--- config.mk ---
export PLATFORM = sky130hd
export DESIGN_NAME = flag_pattern_arbiter
export DESIGN_NICKNAME = d
export VERILOG_FILES = /design/src/rtl/flag_pkg.sv /design/src/rtl/rr_arbiter.sv /design/src/rtl/flag_pattern_arbiter.sv
export SDC_FILE = /design/constraint.sdc
export NUM_CORES = 1
export LEC_CHECK = 0
export CORE_MARGIN = 3
export CORE_UTILIZATION = 30
export DETAILED_ROUTE_END_ITERATION = 10
export SYNTH_ARGS = -nofsm -noshare
export SYNTH_HDL_FRONTEND = slang
export SYNTH_SLANG_ARGS = --single-unit
--- constraint.sdc ---
create_clock -name clk -period 8.4 [get_ports clk]
set_input_delay 2.1 -clock clk [delete_from_list [all_inputs] [get_ports clk]]
set_output_delay 2.1 -clock clk [all_outputs]
set_load 0.05 [all_outputs]
--- src/rtl/flag_pkg.sv ---
// flag_pkg: shared types for the flag pattern arbiter.
// Holds the packed four-field flag word, the field index constants,
// the control FSM state type and the per-field update rule.
package flag_pkg;

  // Flag word; `first` lands in the MSB, `fourth` in the LSB.
  typedef struct packed {
    logic first;
    logic second;
    logic third;
    logic fourth;
  } struct_t;

  localparam int FIRST_IDX  = 3;
  localparam int SECOND_IDX = 2;
  localparam int THIRD_IDX  = 1;
  localparam int FOURTH_IDX = 0;
  localparam int NFIELDS    = 4;

  typedef enum logic {
    IDLE  = 1'b0,
    APPLY = 1'b1
  } state_t;

  // One field of an assignment pattern: an explicitly named field takes its
  // value, otherwise the default fill (when enabled), otherwise it holds.
  function automatic logic field_update(
    input logic named,
    input logic value,
    input logic fill_en,
    input logic fill_val,
    input logic current
  );
    logic result;
    if (named) begin
      result = value;
    end else if (fill_en) begin
      result = fill_val;
    end else begin
      result = current;
    end
    return result;
  endfunction

endpackage

--- src/rtl/rr_arbiter.sv ---
// rr_arbiter: round-robin request picker.
// The pointer remembers the last winner; the search starts one past it and
// wraps, so the most recent winner always has the lowest priority.
module rr_arbiter
  import flag_pkg::*;
#(
  parameter int NREQ = 4
) (
  input  logic                    clk,
  input  logic                    rst_n,
  input  logic [NREQ-1:0]         req,
  input  logic                    advance,
  output logic [NREQ-1:0]         grant,
  output logic [$clog2(NREQ)-1:0] grant_idx
);

  localparam int IW = $clog2(NREQ);

  logic [IW-1:0] last_reg;

  // Scan from last+1 upward, modulo NREQ, and take the first active request.
  always_comb begin
    logic          found;
    logic [IW-1:0] idx;
    grant     = '0;
    grant_idx = '0;
    found     = 1'b0;
    idx       = '0;
    for (int off = 1; off <= NREQ; off++) begin
      idx = IW'((int'(last_reg) + off) % NREQ);
      if (!found && req[idx]) begin
        found      = 1'b1;
        grant[idx] = 1'b1;
        grant_idx  = idx;
      end
    end
  end

  // Record the winner when the caller accepts the grant; reset makes
  // requester 0 the first in line.
  always_ff @(posedge clk or negedge rst_n) begin
    if (!rst_n) begin
      last_reg <= IW'(NREQ - 1);
    end else if (advance) begin
      last_reg <= grant_idx;
    end
  end

endmodule

--- src/rtl/flag_pattern_arbiter.sv ---
// flag_pattern_arbiter: shares one registered four-field flag word between
// NREQ requesters. Each granted request applies a mask/value pattern, with an
// optional default fill for unnamed fields. Two cycles per update: IDLE picks
// and latches a winner, APPLY acknowledges it and writes the word.
// Optional feature macro: FLAG_PATTERN_DEFAULT_EN (default fill support).
module flag_pattern_arbiter
  import flag_pkg::*;
#(
  parameter int         NREQ        = 4,
  parameter logic [3:0] RESET_FLAGS = 4'b0000
) (
  input  logic                    clk,
  input  logic                    rst_n,
  input  logic [NREQ-1:0]         req_valid,
  input  logic [NREQ*4-1:0]       req_mask,
  input  logic [NREQ*4-1:0]       req_value,
  input  logic [NREQ-1:0]         req_default_en,
  input  logic [NREQ-1:0]         req_default_val,
  output logic [NREQ-1:0]         req_ready,
  output struct_t                 flags_o,
  output logic                    upd_valid,
  output logic [$clog2(NREQ)-1:0] grant_id
);

  localparam int IW = $clog2(NREQ);

  genvar gi;

  state_t                state_reg;
  state_t                state_next;
  logic                  advance;
  logic [NREQ-1:0]       arb_grant;
  logic [IW-1:0]         arb_idx;
  logic [NREQ:0][3:0]    mask_chain;
  logic [NREQ:0][3:0]    value_chain;
  logic [3:0]            hold_mask_reg;
  logic [3:0]            hold_value_reg;
  logic [IW-1:0]         grant_id_reg;
  logic [3:0]            flags_reg;
  logic [3:0]            flags_next;
  logic                  upd_valid_reg;
  logic                  fill_en;
  logic                  fill_val;

  // A winner is taken only from IDLE; requests seen during APPLY wait.
  assign advance = (state_reg == IDLE) && (|req_valid);

  rr_arbiter #(
    .NREQ(NREQ)
  ) u_rr_arbiter (
    .clk      (clk),
    .rst_n    (rst_n),
    .req      (req_valid),
    .advance  (advance),
    .grant    (arb_grant),
    .grant_idx(arb_idx)
  );

  // AND-OR select of the winner's pattern using the one-hot grant.
  assign mask_chain[0]  = '0;
  assign value_chain[0] = '0;
  for (gi = 0; gi < NREQ; gi++) begin : g_sel
    assign mask_chain[gi+1]  = mask_chain[gi]  | (req_mask[gi*4 +: 4]  & {4{arb_grant[gi]}});
    assign value_chain[gi+1] = value_chain[gi] | (req_value[gi*4 +: 4] & {4{arb_grant[gi]}});
  end

`ifdef FLAG_PATTERN_DEFAULT_EN
  logic [NREQ:0] den_chain;
  logic [NREQ:0] dval_chain;
  logic          hold_def_en_reg;
  logic          hold_def_val_reg;

  assign den_chain[0]  = 1'b0;
  assign dval_chain[0] = 1'b0;
  for (gi = 0; gi < NREQ; gi++) begin : g_sel_def
    assign den_chain[gi+1]  = den_chain[gi]  | (req_default_en[gi]  & arb_grant[gi]);
    assign dval_chain[gi+1] = dval_chain[gi] | (req_default_val[gi] & arb_grant[gi]);
  end

  // Latch the winner's default-fill controls alongside its pattern.
  always_ff @(posedge clk or negedge rst_n) begin
    if (!rst_n) begin
      hold_def_en_reg  <= 1'b0;
      hold_def_val_reg <= 1'b0;
    end else if (advance) begin
      hold_def_en_reg  <= den_chain[NREQ];
      hold_def_val_reg <= dval_chain[NREQ];
    end
  end

  assign fill_en  = hold_def_en_reg;
  assign fill_val = hold_def_val_reg;
`else
  // Default fill is compiled out: unnamed fields always hold their value.
  logic unused_default;
  assign unused_default = ^{req_default_en, req_default_val};
  assign fill_en  = 1'b0;
  assign fill_val = 1'b0;
`endif

  // Next flag word from the held pattern, one field at a time.
  for (gi = 0; gi < NFIELDS; gi++) begin : g_field
    assign flags_next[gi] = field_update(hold_mask_reg[gi], hold_value_reg[gi],
                                         fill_en, fill_val, flags_reg[gi]);
  end

  // FSM state register.
  always_ff @(posedge clk or negedge rst_n) begin
    if (!rst_n) begin
      state_reg <= IDLE;
    end else begin
      state_reg <= state_next;
    end
  end

  // FSM next state: IDLE waits for any request, APPLY always lasts one cycle.
  always_comb begin
    state_next = state_reg;
    case (state_reg)
      IDLE:    if (|req_valid) state_next = APPLY;
      APPLY:   state_next = IDLE;
      default: state_next = IDLE;
    endcase
  end

  // FSM outputs: acknowledge the latched winner during APPLY.
  always_comb begin
    req_ready = '0;
    if (state_reg == APPLY) begin
      req_ready = NREQ'(1) << grant_id_reg;
    end
  end

  // Latch the winner's pattern and index when it is picked.
  always_ff @(posedge clk or negedge rst_n) begin
    if (!rst_n) begin
      hold_mask_reg  <= '0;
      hold_value_reg <= '0;
      grant_id_reg   <= '0;
    end else if (advance) begin
      hold_mask_reg  <= mask_chain[NREQ];
      hold_value_reg <= value_chain[NREQ];
      grant_id_reg   <= arb_idx;
    end
  end

  // Write the flag word at the end of APPLY and pulse upd_valid with it.
  always_ff @(posedge clk or negedge rst_n) begin
    if (!rst_n) begin
      flags_reg     <= RESET_FLAGS;
      upd_valid_reg <= 1'b0;
    end else begin
      upd_valid_reg <= 1'b0;
      if (state_reg == APPLY) begin
        flags_reg     <= flags_next;
        upd_valid_reg <= 1'b1;
      end
    end
  end

  assign flags_o   = struct_t'(flags_reg);
  assign upd_valid = upd_valid_reg;
  assign grant_id  = grant_id_reg;

endmodule

==> flow_metrics.env <==
export IMPL_fill_cells=500
export IMPL_period_share=0.508
export IMPL_finalCriticalPeriod_ns=4.27
export IMPL_synth_fp_nets=228
export IMPL_setup_tns_ns=0
export IMPL_whs_ns=0.508
export IMPL_start_util=0.316
export IMPL_instances_no_fill=281
export IMPL_routed_wirelength_um=4460
export IMPL_io_buffers=48
export IMPL_cts_tree="yes"
export IMPL_place_congestion=0.797
export IMPL_wire_per_inst_um=15.9
export IMPL_h_tree_depth=1
export IMPL_fin_skew_ns=0.00765
export IMPL_drtPass1Iterations=4
export IMPL_nNetsFinal=266
export IMPL_cts_sinks=18
export IMPL_hp_class="reg2reg"
export IMPL_cp_top_family="compound AO/OA/AOI/OAI gates"
export IMPL_worstMarginPinSlew_ns=0.795
export IMPL_antenna_found_initial=0
export IMPL_synth_seq_area_share=0.277
export IMPL_cts_resized=0
export IMPL_rows=26
export IMPL_power_total_mw=0.749
export IMPL_overflow=0
export IMPL_gr_usage_met1=0.197
export IMPL_grt_pass1_vias=1415
export IMPL_register_area_um2=453
export IMPL_powerDensity_nw_per_um2=351
export IMPL_worst_setup_path_type="in2reg"
export IMPL_clock_path_buffers=2
export IMPL_cts_hold_buf=0
export IMPL_vdd_ir_drop_worst_mv=0.128
export IMPL_use_met3=0.0158
export IMPL_rsz0062_at_grt="false"
export IMPL_synth_enable_flop_cells=0
export IMPL_cts_buffers=3
export IMPL_avgSynthCellArea_um2=9.39
export IMPL_ant_nets=0
export IMPL_leakage_nw=0.871
export IMPL_ys_warn_count=0
export IMPL_grt_usage=0.137
export IMPL_multi_input_area_um2=1040
export IMPL_drc_errors=0
export IMPL_layout_commonest_cell="clkdlybuf4s50_1"
export IMPL_cts_setup_buffers=0
export IMPL_final_cell_mix="clkdlybuf4s50_1 (48), nand2_1 (17), dfrtp_1 (16)"
export IMPL_fmax_mhz=234
export IMPL_setup_viol=0
export IMPL_yosysTopAreaCell="dfrtp_1"
export IMPL_core_area_um2=5170
export IMPL_num_antenna_cells=0
export IMPL_synthArstFlopShare=1.00
export IMPL_placed_cells=277
export IMPL_setup_slack_ns=4.13
export IMPL_outcome="finished clean"
export IMPL_slowest_stage="clkdlybuf4s50_1"
export IMPL_synth_top_area_frac=0.245
export IMPL_synth_distinct_cells=52
export IMPL_via_count=1514
export IMPL_fp_dieH_um=79.8
export IMPL_cts_root_buf="clkbuf_8"
export IMPL_final_util=0.412
export IMPL_path_cells="clkdlybuf4s50_1, mux2i_1, o211a_1, or2_1, a22o_2, a222oi_1, a31oi_1"
export IMPL_synth_flop_cell="dfrtp_1"
export IMPL_crit_buf_inv=1
export IMPL_post_dp_cell_area_um2=2090
export IMPL_hold_viol=0
export IMPL_path_clk_slew_ns=0.06
export IMPL_maxSlewHeadroom=0.468
export IMPL_cpPeakStageDelay_ns=0.74
export IMPL_ys_ff_latch=18
export IMPL_grt_max_degree=22
export IMPL_grt_pass1_wl_um=6970
export IMPL_critPathMaxFanout=12
export IMPL_worstSkewPairLatency_ns=0.25
export IMPL_crit_required_ns=8.52
export IMPL_fp_dieW_um=79.8
export IMPL_end_kind="register"
export IMPL_drv_slew=0
export IMPL_ys_top_cells_by_area="dfrtp_1 (25%), ha_1 (6.1%), mux2_2 (4.1%)"
export IMPL_use_met2=0.215
export IMPL_cap_violations=0
export IMPL_cp_data_arrival_time_ns=4.39
export IMPL_startpoint_type="input port"
export IMPL_avgViaCountPerCell=5.39
export IMPL_io_pins=57
export IMPL_drtIter0Drc=106
export IMPL_dp_hpwl_um=3410
export IMPL_dieArea_um2=6370
export IMPL_busiest_layer="met2"
export IMPL_area_growth_pct=30.5
export IMPL_syn_area_um2=1630
export IMPL_dpl_worst_slack_ns=3.88
export IMPL_drive_above_1_share=0.104
export IMPL_fin_area_um2=2130
export IMPL_synthCells=174
path summary, 6_finish.rpt:
check / start / to / slack, ns / depth (start not counted)
worst max-delay path: req_valid[1] / hold_value_reg[0]$_DFFE_PN0P_ / 4.13 / 7
worst min-delay path: flags_o[0]$_DFFE_PN0P_ / flags_o[0]$_DFFE_PN0P_ / 0.51 / 1
worst max register to register: u_rr_arbiter.last_reg[0]$_DFFE_PN1P_ / u_rr_arbiter.last_reg[1]$_DFFE_PN1P_ / 5.19 / 8
worst min register to register: flags_o[0]$_DFFE_PN0P_ / flags_o[0]$_DFFE_PN0P_ / 0.51 / 1
max in group asynchronous: rst_n / upd_valid$_DFF_PN0_ / 5.59 / 1
min in group asynchronous: rst_n / hold_value_reg[1]$_DFFE_PN0P_ / 2.31 / 1
cells in the mapped netlist (2+ instances only):
cell and n:
nand2_1 17, dfrtp_1 16, nor2_1 13, a31oi_1 9, ha_1 8, a22o_1 6
inv_1 6, mux2_2 6, a21oi_1 5, a221oi_1 5, o21ai_0 5, a21o_1 4
buf_2 4, buf_6 4, clkbuf_1 4, a211oi_1 3, a222oi_1 3, a22oi_1 3
a2bb2oi_1 3, a32o_1 3, and3b_1 3, mux2i_1 3, nand2b_1 3, nor3_1 3
a211o_1 2, buf_4 2, dfstp_2 2, mux4_2 2, nor3b_1 2, nor4_1 2
o21a_1 2
logic make-up (layout without fill, tap and decap cells):
logic type / after synthesis / count (layout) / share of synthesized area
AOI/OAI and AO/OA: 65 / 65 / 0.334
adders and majority gates: 8 / 8 / 0.0613
buffers and inverters: 21 / 58 / 0.0842
DFF: 18 / 18 / 0.277
muxes: 11 / 11 / 0.0873
and+or+nand+nor: 51 / 51 / 0.156
worst reg2reg max path, cell delays in order, from the launching register on:
cell	delay [ns]
dfstp_2	0.77
inv_1	0.23
ha_1	0.47
mux2_2	0.36
nor4_1	0.31
or2_1	0.41
a21oi_1	0.14
a211o_1	0.31
a21boi_1	0.14
final cells by class:
cell class | count | area share
Clock buffer | 4 | 0.0211
Inverter | 6 | 0.0106
Sequential cell | 18 | 0.212
Timing Repair Buffer | 48 | 0.225
Multi-Input combinational cell | 135 | 0.489
Tap cell | 70 | 0.0411
routing by layer:
layer,wire (µm),vias to the layer above
met5,0,-
met4,29,0
met3,284,5
met2,2150,47
met1,1990,724
li1,-,738
report_power, final:
| part | total (mW) | internal (mW) | switching, mW |
|---|---|---|---|
| combinational | 0.505 | 0.216 | 0.289 |
| clock | 0.0608 | 0.0336 | 0.0272 |
| sequential | 0.183 | 0.134 | 0.0490 |
Power figures use the tool's default switching activity.
